$ cat src/rtl/l2_mem_arbiter_if.sv
// Bundles the I-cache, D-cache and memory-side block signals of the L2 memory arbiter.
// master is the arbiter's view; slave is the caches' and memory's view.
interface l2_mem_arbiter_if #(
    parameter int unsigned ADDR_W = 28,
    parameter int unsigned DATA_W = 128
);
    logic              i_read;
    logic [ADDR_W-1:0] i_addr;
    logic [DATA_W-1:0] i_rdata;
    logic              i_ready;

    logic              d_read;
    logic              d_write;
    logic [ADDR_W-1:0] d_addr;
    logic [DATA_W-1:0] d_wdata;
    logic [DATA_W-1:0] d_rdata;
    logic              d_ready;

    logic              mem_read;
    logic              mem_write;
    logic [ADDR_W-1:0] mem_addr;
    logic [DATA_W-1:0] mem_wdata;
    logic [DATA_W-1:0] mem_rdata;
    logic              mem_ready;

    modport master (
        input  i_read, i_addr,
        output i_rdata, i_ready,
        input  d_read, d_write, d_addr, d_wdata,
        output d_rdata, d_ready,
        output mem_read, mem_write, mem_addr, mem_wdata,
        input  mem_rdata, mem_ready
    );

    modport slave (
        output i_read, i_addr,
        input  i_rdata, i_ready,
        output d_read, d_write, d_addr, d_wdata,
        input  d_rdata, d_ready,
        input  mem_read, mem_write, mem_addr, mem_wdata,
        output mem_rdata, mem_ready
    );
endinterface

$ cat src/rtl/l2_mem_arbiter.sv
// Round-robin arbiter sharing one block memory port between the L2 I-cache and D-cache.
// One transaction at a time; every output is registered.
module l2_mem_arbiter #(
    parameter int unsigned ADDR_W = 28,
    parameter int unsigned DATA_W = 128
) (
    input  logic              clk,
    input  logic              proc_reset,
    l2_mem_arbiter_if.master  bus
);

    localparam logic [1:0] IDLE   = 2'd0;
    localparam logic [1:0] BUSY_I = 2'd1;
    localparam logic [1:0] BUSY_D = 2'd2;
    localparam logic [1:0] RESP   = 2'd3;

    localparam logic GNT_I = 1'b0;
    localparam logic GNT_D = 1'b1;

    logic [1:0]        state,       state_nxt;
    logic              last_grant,  last_grant_nxt;
    logic              mem_read_q,  mem_read_nxt;
    logic              mem_write_q, mem_write_nxt;
    logic [ADDR_W-1:0] mem_addr_q,  mem_addr_nxt;
    logic [DATA_W-1:0] mem_wdata_q, mem_wdata_nxt;
    logic              i_ready_q,   i_ready_nxt;
    logic              d_ready_q,   d_ready_nxt;
    logic [DATA_W-1:0] i_rdata_q,   i_rdata_nxt;
    logic [DATA_W-1:0] d_rdata_q,   d_rdata_nxt;

    logic i_req_c;
    logic d_req_c;

    assign i_req_c = bus.i_read;
    assign d_req_c = bus.d_read | bus.d_write;

    // State register and registered outputs
    always_ff @(posedge clk or posedge proc_reset) begin
        if (proc_reset) begin
            state       <= IDLE;
            last_grant  <= GNT_I;
            mem_read_q  <= 1'b0;
            mem_write_q <= 1'b0;
            mem_addr_q  <= '0;
            mem_wdata_q <= '0;
            i_ready_q   <= 1'b0;
            d_ready_q   <= 1'b0;
            i_rdata_q   <= '0;
            d_rdata_q   <= '0;
        end else begin
            state       <= state_nxt;
            last_grant  <= last_grant_nxt;
            mem_read_q  <= mem_read_nxt;
            mem_write_q <= mem_write_nxt;
            mem_addr_q  <= mem_addr_nxt;
            mem_wdata_q <= mem_wdata_nxt;
            i_ready_q   <= i_ready_nxt;
            d_ready_q   <= d_ready_nxt;
            i_rdata_q   <= i_rdata_nxt;
            d_rdata_q   <= d_rdata_nxt;
        end
    end

    // Next-state, grant decision and next output values
    always_comb begin
        state_nxt      = state;
        last_grant_nxt = last_grant;
        mem_read_nxt   = mem_read_q;
        mem_write_nxt  = mem_write_q;
        mem_addr_nxt   = mem_addr_q;
        mem_wdata_nxt  = mem_wdata_q;
        i_ready_nxt    = 1'b0;
        d_ready_nxt    = 1'b0;
        i_rdata_nxt    = i_rdata_q;
        d_rdata_nxt    = d_rdata_q;

        case (state)
            IDLE: begin
                // On a tie the port that did not win last time goes first
                if (i_req_c && (!d_req_c || last_grant == GNT_D)) begin
                    state_nxt      = BUSY_I;
                    last_grant_nxt = GNT_I;
                    mem_read_nxt   = 1'b1;
                    mem_write_nxt  = 1'b0;
                    mem_addr_nxt   = bus.i_addr;
                    mem_wdata_nxt  = '0;
                end else if (d_req_c) begin
                    state_nxt      = BUSY_D;
                    last_grant_nxt = GNT_D;
                    mem_read_nxt   = !bus.d_write;
                    mem_write_nxt  = bus.d_write;
                    mem_addr_nxt   = bus.d_addr;
                    mem_wdata_nxt  = bus.d_write ? bus.d_wdata : '0;
                end
            end
            BUSY_I: begin
                if (bus.mem_ready) begin
                    state_nxt     = RESP;
                    mem_read_nxt  = 1'b0;
                    mem_write_nxt = 1'b0;
                    i_ready_nxt   = 1'b1;
                    i_rdata_nxt   = bus.mem_rdata;
                end
            end
            BUSY_D: begin
                if (bus.mem_ready) begin
                    state_nxt     = RESP;
                    mem_read_nxt  = 1'b0;
                    mem_write_nxt = 1'b0;
                    d_ready_nxt   = 1'b1;
                    if (mem_read_q) begin
                        d_rdata_nxt = bus.mem_rdata;
                    end
                end
            end
            RESP: begin
                state_nxt = IDLE;
            end
            default: begin
                state_nxt = IDLE;
            end
        endcase
    end

    assign bus.mem_read  = mem_read_q;
    assign bus.mem_write = mem_write_q;
    assign bus.mem_addr  = mem_addr_q;
    assign bus.mem_wdata = mem_wdata_q;
    assign bus.i_ready   = i_ready_q;
    assign bus.d_ready   = d_ready_q;
    assign bus.i_rdata   = i_rdata_q;
    assign bus.d_rdata   = d_rdata_q;

endmodule

$ cat src/flat_wrapper.sv
// flat-port wrapper written by rule: the top's interface ports become plain ports
module l2_mem_arbiter_flat 
#(
    parameter int unsigned ADDR_W = 28,
    parameter int unsigned DATA_W = 128
)
  (clk, proc_reset, bus_i_read, bus_i_addr, bus_i_rdata, bus_i_ready, bus_d_read, bus_d_write, bus_d_addr, bus_d_wdata, bus_d_rdata, bus_d_ready, bus_mem_read, bus_mem_write, bus_mem_addr, bus_mem_wdata, bus_mem_rdata, bus_mem_ready);
  l2_mem_arbiter_if #(.ADDR_W(ADDR_W), .DATA_W(DATA_W)) bus_i ();
  input  logic clk;
  input  logic proc_reset;
  input wire logic [$bits(bus_i.i_read)-1:0] bus_i_read;
  input wire logic [$bits(bus_i.i_addr)-1:0] bus_i_addr;
  output wire logic [$bits(bus_i.i_rdata)-1:0] bus_i_rdata;
  output wire logic [$bits(bus_i.i_ready)-1:0] bus_i_ready;
  input wire logic [$bits(bus_i.d_read)-1:0] bus_d_read;
  input wire logic [$bits(bus_i.d_write)-1:0] bus_d_write;
  input wire logic [$bits(bus_i.d_addr)-1:0] bus_d_addr;
  input wire logic [$bits(bus_i.d_wdata)-1:0] bus_d_wdata;
  output wire logic [$bits(bus_i.d_rdata)-1:0] bus_d_rdata;
  output wire logic [$bits(bus_i.d_ready)-1:0] bus_d_ready;
  output wire logic [$bits(bus_i.mem_read)-1:0] bus_mem_read;
  output wire logic [$bits(bus_i.mem_write)-1:0] bus_mem_write;
  output wire logic [$bits(bus_i.mem_addr)-1:0] bus_mem_addr;
  output wire logic [$bits(bus_i.mem_wdata)-1:0] bus_mem_wdata;
  input wire logic [$bits(bus_i.mem_rdata)-1:0] bus_mem_rdata;
  input wire logic [$bits(bus_i.mem_ready)-1:0] bus_mem_ready;
  assign bus_i.i_read = bus_i_read;
  assign bus_i.i_addr = bus_i_addr;
  assign bus_i_rdata = bus_i.i_rdata;
  assign bus_i_ready = bus_i.i_ready;
  assign bus_i.d_read = bus_d_read;
  assign bus_i.d_write = bus_d_write;
  assign bus_i.d_addr = bus_d_addr;
  assign bus_i.d_wdata = bus_d_wdata;
  assign bus_d_rdata = bus_i.d_rdata;
  assign bus_d_ready = bus_i.d_ready;
  assign bus_mem_read = bus_i.mem_read;
  assign bus_mem_write = bus_i.mem_write;
  assign bus_mem_addr = bus_i.mem_addr;
  assign bus_mem_wdata = bus_i.mem_wdata;
  assign bus_i.mem_rdata = bus_mem_rdata;
  assign bus_i.mem_ready = bus_mem_ready;
  l2_mem_arbiter #(.ADDR_W(ADDR_W), .DATA_W(DATA_W)) u_core (.clk(clk), .proc_reset(proc_reset), .bus(bus_i));
endmodule
$ cat config.mk
export PLATFORM = sky130hd
export DESIGN_NAME = l2_mem_arbiter_flat
export DESIGN_NICKNAME = d
export VERILOG_FILES = /design/src/rtl/l2_mem_arbiter_if.sv /design/src/rtl/l2_mem_arbiter.sv /design/src/flat_wrapper.sv
export SDC_FILE = /design/constraint.sdc
export NUM_CORES = 1
export LEC_CHECK = 0
export CAP_MARGIN = 30
export CORE_AREA = 10 10 279 281
export DETAILED_ROUTE_END_ITERATION = 7
export DIE_AREA = 0 0 289 291
export HOLD_SLACK_MARGIN = 0.05
export PLACE_DENSITY = 0.54
export SLEW_MARGIN = 10
export SYNTH_ARGS = -nofsm -noshare
export SYNTH_HDL_FRONTEND = slang
export SYNTH_SLANG_ARGS = --single-unit
$ cat constraint.sdc
create_clock -name clk -period 18.4 [get_ports clk]
set_clock_uncertainty 0.2 [all_clocks]
set_input_delay 2.76 -clock clk [delete_from_list [all_inputs] [get_ports clk]]
set_output_delay 2.76 -clock clk [all_outputs]
set_load 0.02 [all_outputs]
==> results of run 1 <==
==> flip-flops by register name, indices dropped and copies added (netlist names), 2 cells and up <==
name and count:
u_core.bus.d_rdata 128, u_core.bus.i_rdata 128, u_core.bus.mem_wdata 128, u_core.bus.mem_addr 28, u_core.state 2
==> worst max-delay path: cells and delay by family <==
kind | cells | cell delay (ps)
buf+inv | 6 | 3210
==> routing by layer <==
layer | GRT usage, % | vias up
li1 | - | 5143
met1 | 14.1 | 5813
met2 | 24.8 | 492
met3 | 5.74 | 88
met4 | 4.51 | 4
met5 | 0 | -
==> cells by family after synthesis <==
logic type               after synthesis  synth area share (%)
AND/OR/NAND/NOR                       11                 0.353
flip-flops                           419                  65.8
adder cells (fa/ha/maj)                5                 0.392
buffers and inverters                 78                  3.19
AO/OA/AOI/OAI                        221                  12.0
multiplexers                         260                  18.4
==> cell type report <==
| cell class | count | area (sq um) |
|---|---|---|
| Clock inverter | 17 | 235 |
| Clock buffer | 69 | 1420 |
| Inverter | 4 | 22.5 |
| Sequential cell | 419 | 10500 |
| Antenna cell | 7 | 17.5 |
| Multi-Input combinational cell | 497 | 4970 |
| Fill cell | 7020 | 46400 |
| Timing Repair Buffer | 752 | 7560 |
| Tap cell | 959 | 1200 |
==> per-stage QoR <==
stage / util [%] / setup slack [ps] / total power, W
6_report: 35.8 / 12740 / 0.00516
5_1_grt: 35.8 / 12290 / 0.00542
4_1_cts: 35.7 / 12270 / 0.00525
3_5_place_dp: 33.4 / 11640 / 0.00421
3_3_place_gp: 33.3 / 11780 / 0.00417
2_1_floorplan: - / 3780 / 0.00287
==> final timing paths <==
kind / start / endpoint / slack (ps) / depth (start not counted)
max in group clk: bus_mem_ready / u_core.bus.d_rdata[69]$_DFFE_PP0P_ / 13410 / 5
worst min-delay path: u_core.bus.d_rdata[12]$_DFFE_PP0P_ / u_core.bus.d_rdata[12]$_DFFE_PP0P_ / 290 / 1
worst min register to register: u_core.bus.d_rdata[12]$_DFFE_PP0P_ / u_core.bus.d_rdata[12]$_DFFE_PP0P_ / 290 / 1
min in group asynchronous: proc_reset / u_core.bus.mem_wdata[122]$_DFFE_PP0P_ / 2510 / 2
worst max register to register: u_core.state[0]$_DFFE_PP0P_ / u_core.bus.d_rdata[69]$_DFFE_PP0P_ / 15470 / 6
worst max-delay path: proc_reset / u_core.bus.d_rdata[70]$_DFFE_PP0P_ / 12740 / 6
==> cell usage in the layout (no fill, tap or decap), types with 3 or more instances in the layout <==
cell               n
a31o_1            20
diode_2            7
clkinv_2           5
buf_16             3
buf_4             14
a31oi_1            3
clkinv_4           3
inv_6              3
nor2b_1            3
o22a_1            28
nor2_1             3
a22o_1           128
clkbuf_16         49
mux2_1            56
mux2_2           203
a31o_2             8
clkbuf_1           8
dfrtp_1          419
clkbuf_8          12
ha_1               5
clkdlybuf4s50_1  732
bufinv_16          5
a21boi_0          28
==> power by group through the flow <==
stage / Clock [W] / Combinational [W] / Sequential (W)
final: 0.00100 / 0.00250 / 0.00166
after global placement: 0 / 0.00251 / 0.00165
after global routing: 0.00108 / 0.00263 / 0.00172
after CTS: 0.00104 / 0.00255 / 0.00166
after floorplan: 0 / 0.000665 / 0.00220
after detailed placement: 0 / 0.00254 / 0.00167
==> flow_metrics.env, run 1 <==
export IMPL_status="finished, final reports clean"
export IMPL_endpoint_kind="asynchronous set/reset pin"
export IMPL_grt_max_degree=95
export IMPL_tns_ps=0
export IMPL_holdCritPathClass="flop to flop"
export IMPL_cts_sinks=419
export IMPL_io_pins=734
export IMPL_die_x_um=289
export IMPL_dr_pass1_iters=4
export IMPL_slew_limit_headroom_pct=43.4
export IMPL_syn_inst=994
export IMPL_cts_hold_buf=0
export IMPL_yosysMostFrequentCell="dfrtp_1"
export IMPL_routed_wl_mm=61.3
export IMPL_grt_first_pass_wirelength_mm=87.7
export IMPL_slew_viol_final=0
export IMPL_cts_buffer_depth=3
export IMPL_avgRoutedWirePerCell_um=22.5
export IMPL_postSynthAreaPerCell_sq_um=16.0
export IMPL_gr_total_overflow=0
export IMPL_drive_gt1_share_pct=18.0
export IMPL_wl_met3_mm=6.25
export IMPL_cts_buffers=48
export IMPL_dp_hpwl_mm=46.8
export IMPL_yosysSeqAreaShare_pct=65.8
export IMPL_stdcell_area_sq_um=25900
export IMPL_clkLatencyLatePin_ps=570
export IMPL_antenna_left=0
export IMPL_drc_errors=0
export IMPL_synth_edf_count=0
export IMPL_p_sw_share_pct=36.9
export IMPL_grt_antenna_before_repair=7
export IMPL_comb_power_share_pct=48.4
export IMPL_worst_pin_slew_ps=849
export IMPL_wl_met2_mm=31.4
export IMPL_synth_distinct_cells=30
export IMPL_root_buffer="clkbuf_16"
export IMPL_grt_usage_pct=13.8
export IMPL_syn_area_sq_um=15900
export IMPL_clk_pin_slew_ps=60
export IMPL_async_reset_ff_share_pct=100
export IMPL_max_cap_violations=0
export IMPL_critPathMaxStageDelay_ps=770
export IMPL_rsz0062_at_grt="no"
export IMPL_clkPwrFrac_pct=19.4
export IMPL_p_sw_w=0.00191
export IMPL_drt_iter0_markers=427
export IMPL_fin_crit_ps=5660
export IMPL_core_area_sq_um=72300
export IMPL_syn_nets=1317
export IMPL_synth_commonest_cells="419 x dfrtp_1, 203 x mux2_2, 128 x a22o_1"
export IMPL_io_buffers=733
export IMPL_floorplan_die_area_sq_um=84100
export IMPL_hold_viol_final=0
export IMPL_initial_core_util_pct=22.0
export IMPL_path_common_cell="buf_4"
export IMPL_pwr_share_seq_pct=32.2
export IMPL_cp_max_fo=94
export IMPL_synth_area_leaders="dfrtp_1 66%, mux2_2 14%, a22o_1 7.0%"
export IMPL_max_freq_mhz=177
export IMPL_met1_length_mm=21.8
export IMPL_fin_crit_sh_pct=30.8
export IMPL_arrival_ps=6190
export IMPL_crit_type="primary input to asynchronous set/reset pin"
export IMPL_synth_top_area_share_pct=65.8
export IMPL_cts_resized=0
export IMPL_grt_pass1_vias=12800
export IMPL_viasPerCell=4.24
export IMPL_internal_power_w=0.00326
export IMPL_num_rows=99
export IMPL_power_density_nw_per_um2=199
export IMPL_slowest_stage="buf_4"
export IMPL_final_setup_viol_count=0
export IMPL_cp_cell_sequence="clkdlybuf4s50_1, inv_8, buf_4, buf_4, buf_4, buf_16"
export IMPL_placed_cell_area_sq_um=24200
export IMPL_h_tree_depth=2
export IMPL_ys_ff_latch=419
export IMPL_power_leakage_nw=10.8
export IMPL_top_layer_used="met5"
export IMPL_dp_cells=2629
export IMPL_layoutNonFillerInstCount=2724
export IMPL_peakVddDrop_v=0.000117
export IMPL_fin_nets=2045
export IMPL_post_cts_buffers=0
export IMPL_ys_warn_count=0
export IMPL_ys_flop_type="dfrtp_1"
export IMPL_die_height_um=291
export IMPL_syn_to_final_growth_pct=62.5
export IMPL_gp_congestion=0.815
export IMPL_fin_hold_ws_ps=286
export IMPL_cts_tree="done"
export IMPL_start_kind="primary input"
export IMPL_via_count=11500
export IMPL_required_ps=18930
export IMPL_yosys_area_top_type="dfrtp_1"
(Power assumes the default switching activity.)
==> run 2, diff against run 1 <==
--- a/config.mk
+++ b/config.mk
@@ -10,7 +10,7 @@
 export DETAILED_ROUTE_END_ITERATION = 7
 export DIE_AREA = 0 0 289 291
 export HOLD_SLACK_MARGIN = 0.05
-export PLACE_DENSITY = 0.54
+export PLACE_DENSITY = 0.56
 export SLEW_MARGIN = 10
 export SYNTH_ARGS = -nofsm -noshare
 export SYNTH_HDL_FRONTEND = slang
==> constraint.sdc (replaced) <==
create_clock -name clk -period 5.15 [get_ports clk]
set_clock_uncertainty 0.2 [all_clocks]
set_input_delay 0.7725 -clock clk [delete_from_list [all_inputs] [get_ports clk]]
set_output_delay 0.7725 -clock clk [all_outputs]
set_load 0.02 [all_outputs]
==> run 2 against run 1 <==
Total power grew to 3.6 times the previous value. Die area unchanged. Count of clock-buffer cells in the layout shrank 1. Final cell count is 0.37% higher. Flip-flop and latch count unchanged. Sequential share of layout area shrank 0.28 points. Clock power increased to 3.7 times the previous value.
==> flow_metrics.env, run 2 (synthesized netlist as in run 1, its figures left out) <==
export IMPL_worst_pin_slew_ps=933
export IMPL_fillerInstances=6978
export IMPL_dr_pass1_iters=4
export IMPL_gr_total_overflow=0
export IMPL_num_rows=99
export IMPL_final_common_cell="clkdlybuf4s50_1"
export IMPL_peakVddDrop_v=0.000385
export IMPL_fin_hold_ws_ps=286
export IMPL_syn_to_final_growth_pct=63.7
export IMPL_crit_buf_inv=3
export IMPL_drive_gt1_share_pct=18.3
export IMPL_final_cell_mix="732 x clkdlybuf4s50_1, 419 x dfrtp_1, 203 x mux2_2"
export IMPL_grt_usage_pct=14.1
export IMPL_gp_congestion=0.828
export IMPL_fin_nets=2050
export IMPL_avgRoutedWirePerCell_um=22.6
export IMPL_multi_input_area_sq_um=4970
export IMPL_slowest_stage="o31ai_4"
export IMPL_final_setup_viol_count=0
export IMPL_grt_max_degree=110
export IMPL_path_common_cell="buf_12"
export IMPL_path_delay_family="buffers and inverters"
export IMPL_dp_hpwl_mm=47.7
export IMPL_antenna_left=0
export IMPL_root_buffer="clkbuf_16"
export IMPL_r2r_slack_ps=2580
export IMPL_dp_cells=2636
export IMPL_floorplan_die_area_sq_um=84100
export IMPL_cts_sinks=419
export IMPL_slew_viol_final=0
export IMPL_cts_tree="done"
export IMPL_critPathMaxStageDelay_ps=850
export IMPL_status="finished, final reports clean"
export IMPL_layoutNonFillerInstCount=2734
export IMPL_viasPerCell=4.23
export IMPL_initial_core_util_pct=22.0
export IMPL_hold_viol_final=0
export IMPL_crit_type="primary input to flop"
export IMPL_slew_limit_headroom_pct=37.8
export IMPL_cts_buffers=48
export IMPL_p_total_w=0.0187
export IMPL_grt_first_pass_wirelength_mm=89.9
export IMPL_register_area_sq_um=10500
export IMPL_clkLatencyLatePin_ps=570
export IMPL_drc_errors=0
export IMPL_clk_pin_slew_ps=60
export IMPL_cp_cell_sequence="clkdlybuf4s50_1, o31ai_4, buf_12, buf_12, a22o_1"
export IMPL_routed_wl_mm=61.7
export IMPL_endpoint_kind="flop"
export IMPL_core_area_sq_um=72300
export IMPL_cts_resized=0
export IMPL_required_ps=5450
export IMPL_arrival_ps=3050
export IMPL_drt_iter0_markers=458
export IMPL_holdCritPathClass="flop to flop"
export IMPL_max_freq_mhz=364
export IMPL_cp_max_fo=54
export IMPL_dp_slack_ps=1860
export IMPL_die_height_um=291
export IMPL_power_leakage_nw=10.9
export IMPL_post_cts_buffers=0
export IMPL_io_pins=734
export IMPL_grt_pass1_vias=13000
export IMPL_power_density_nw_per_um2=715
export IMPL_rsz0062_at_grt="no"
export IMPL_die_x_um=289
export IMPL_grt_antenna_before_repair=11
export IMPL_cts_hold_buf=0
export IMPL_fin_crit_ps=2750
export IMPL_cts_buffer_depth=3
export IMPL_io_buffers=733
export IMPL_tns_ps=0
export IMPL_via_count=11600
export IMPL_start_kind="primary input"
export IMPL_max_cap_violations=0
export IMPL_fin_crit_sh_pct=53.3
export IMPL_h_tree_depth=2
export IMPL_layout_setup_ws_ps=2400
-- run 2: per-layer routing --
layer  vias to the layer above  track usage (%)  part of all wire [%]
met5                         -                0                     0
met4                         0             5.76                   3.2
met3                        87             5.76                    10
met2                       483             24.2                    50
met1                      5835             15.0                    37
li1                       5171                -                     -
-- run 2: metrics by stage --
step / area [sq um] / utilization (%)
4_1_cts: 26100 / 36.0
3_3_place_gp: 24300 / 33.5
6_report: 26100 / 36.1
5_1_grt: 26100 / 36.1
3_5_place_dp: 24300 / 33.6
2_1_floorplan: 15900 / -
-- run 2: worst register-to-register path, stage by stage, from the launching register on --
cell and delay [ps]:
dfrtp_1 380, inv_1 110, ha_1 200, and2_1 160
nand2_4 400, buf_4 570, mux2_2 420
-- run 2: path summary, 6_finish.rpt --
path                                                         start                                    to  depth (start not counted)
worst min-delay path            u_core.bus.i_rdata[34]$_DFFE_PP0P_    u_core.bus.i_rdata[34]$_DFFE_PP0P_                          1
worst max-delay path                                   bus_d_write  u_core.bus.mem_wdata[88]$_DFFE_PP0P_                          5
worst min register to register  u_core.bus.i_rdata[34]$_DFFE_PP0P_    u_core.bus.i_rdata[34]$_DFFE_PP0P_                          1
min in group asynchronous                               proc_reset    u_core.bus.i_rdata[44]$_DFFE_PP0P_                          2
max in group asynchronous                               proc_reset   u_core.bus.mem_addr[16]$_DFFE_PP0P_                          3
worst max register to register         u_core.state[0]$_DFFE_PP0P_    u_core.bus.d_rdata[75]$_DFFE_PP0P_                          6
-- run 2: power by group --
| group | total [W] | internal (W) | switching, W |
|---|---|---|---|
| clock network | 0.00372 | 0.00232 | 0.00140 |
| registers | 0.00593 | 0.00497 | 0.000958 |
| logic | 0.00901 | 0.00454 | 0.00447 |
-- run 2: cell type report --
cell class / count / area share (%)
clock buffer: 68 / 5.44
clock inverter: 19 / 1.20
timing repair buffer: 757 / 29.3
antenna: 11 / 0.105
sequential: 419 / 40.2
tap: 959 / 4.60
inverter: 4 / 0.0719
multi-input combinational: 497 / 19.1
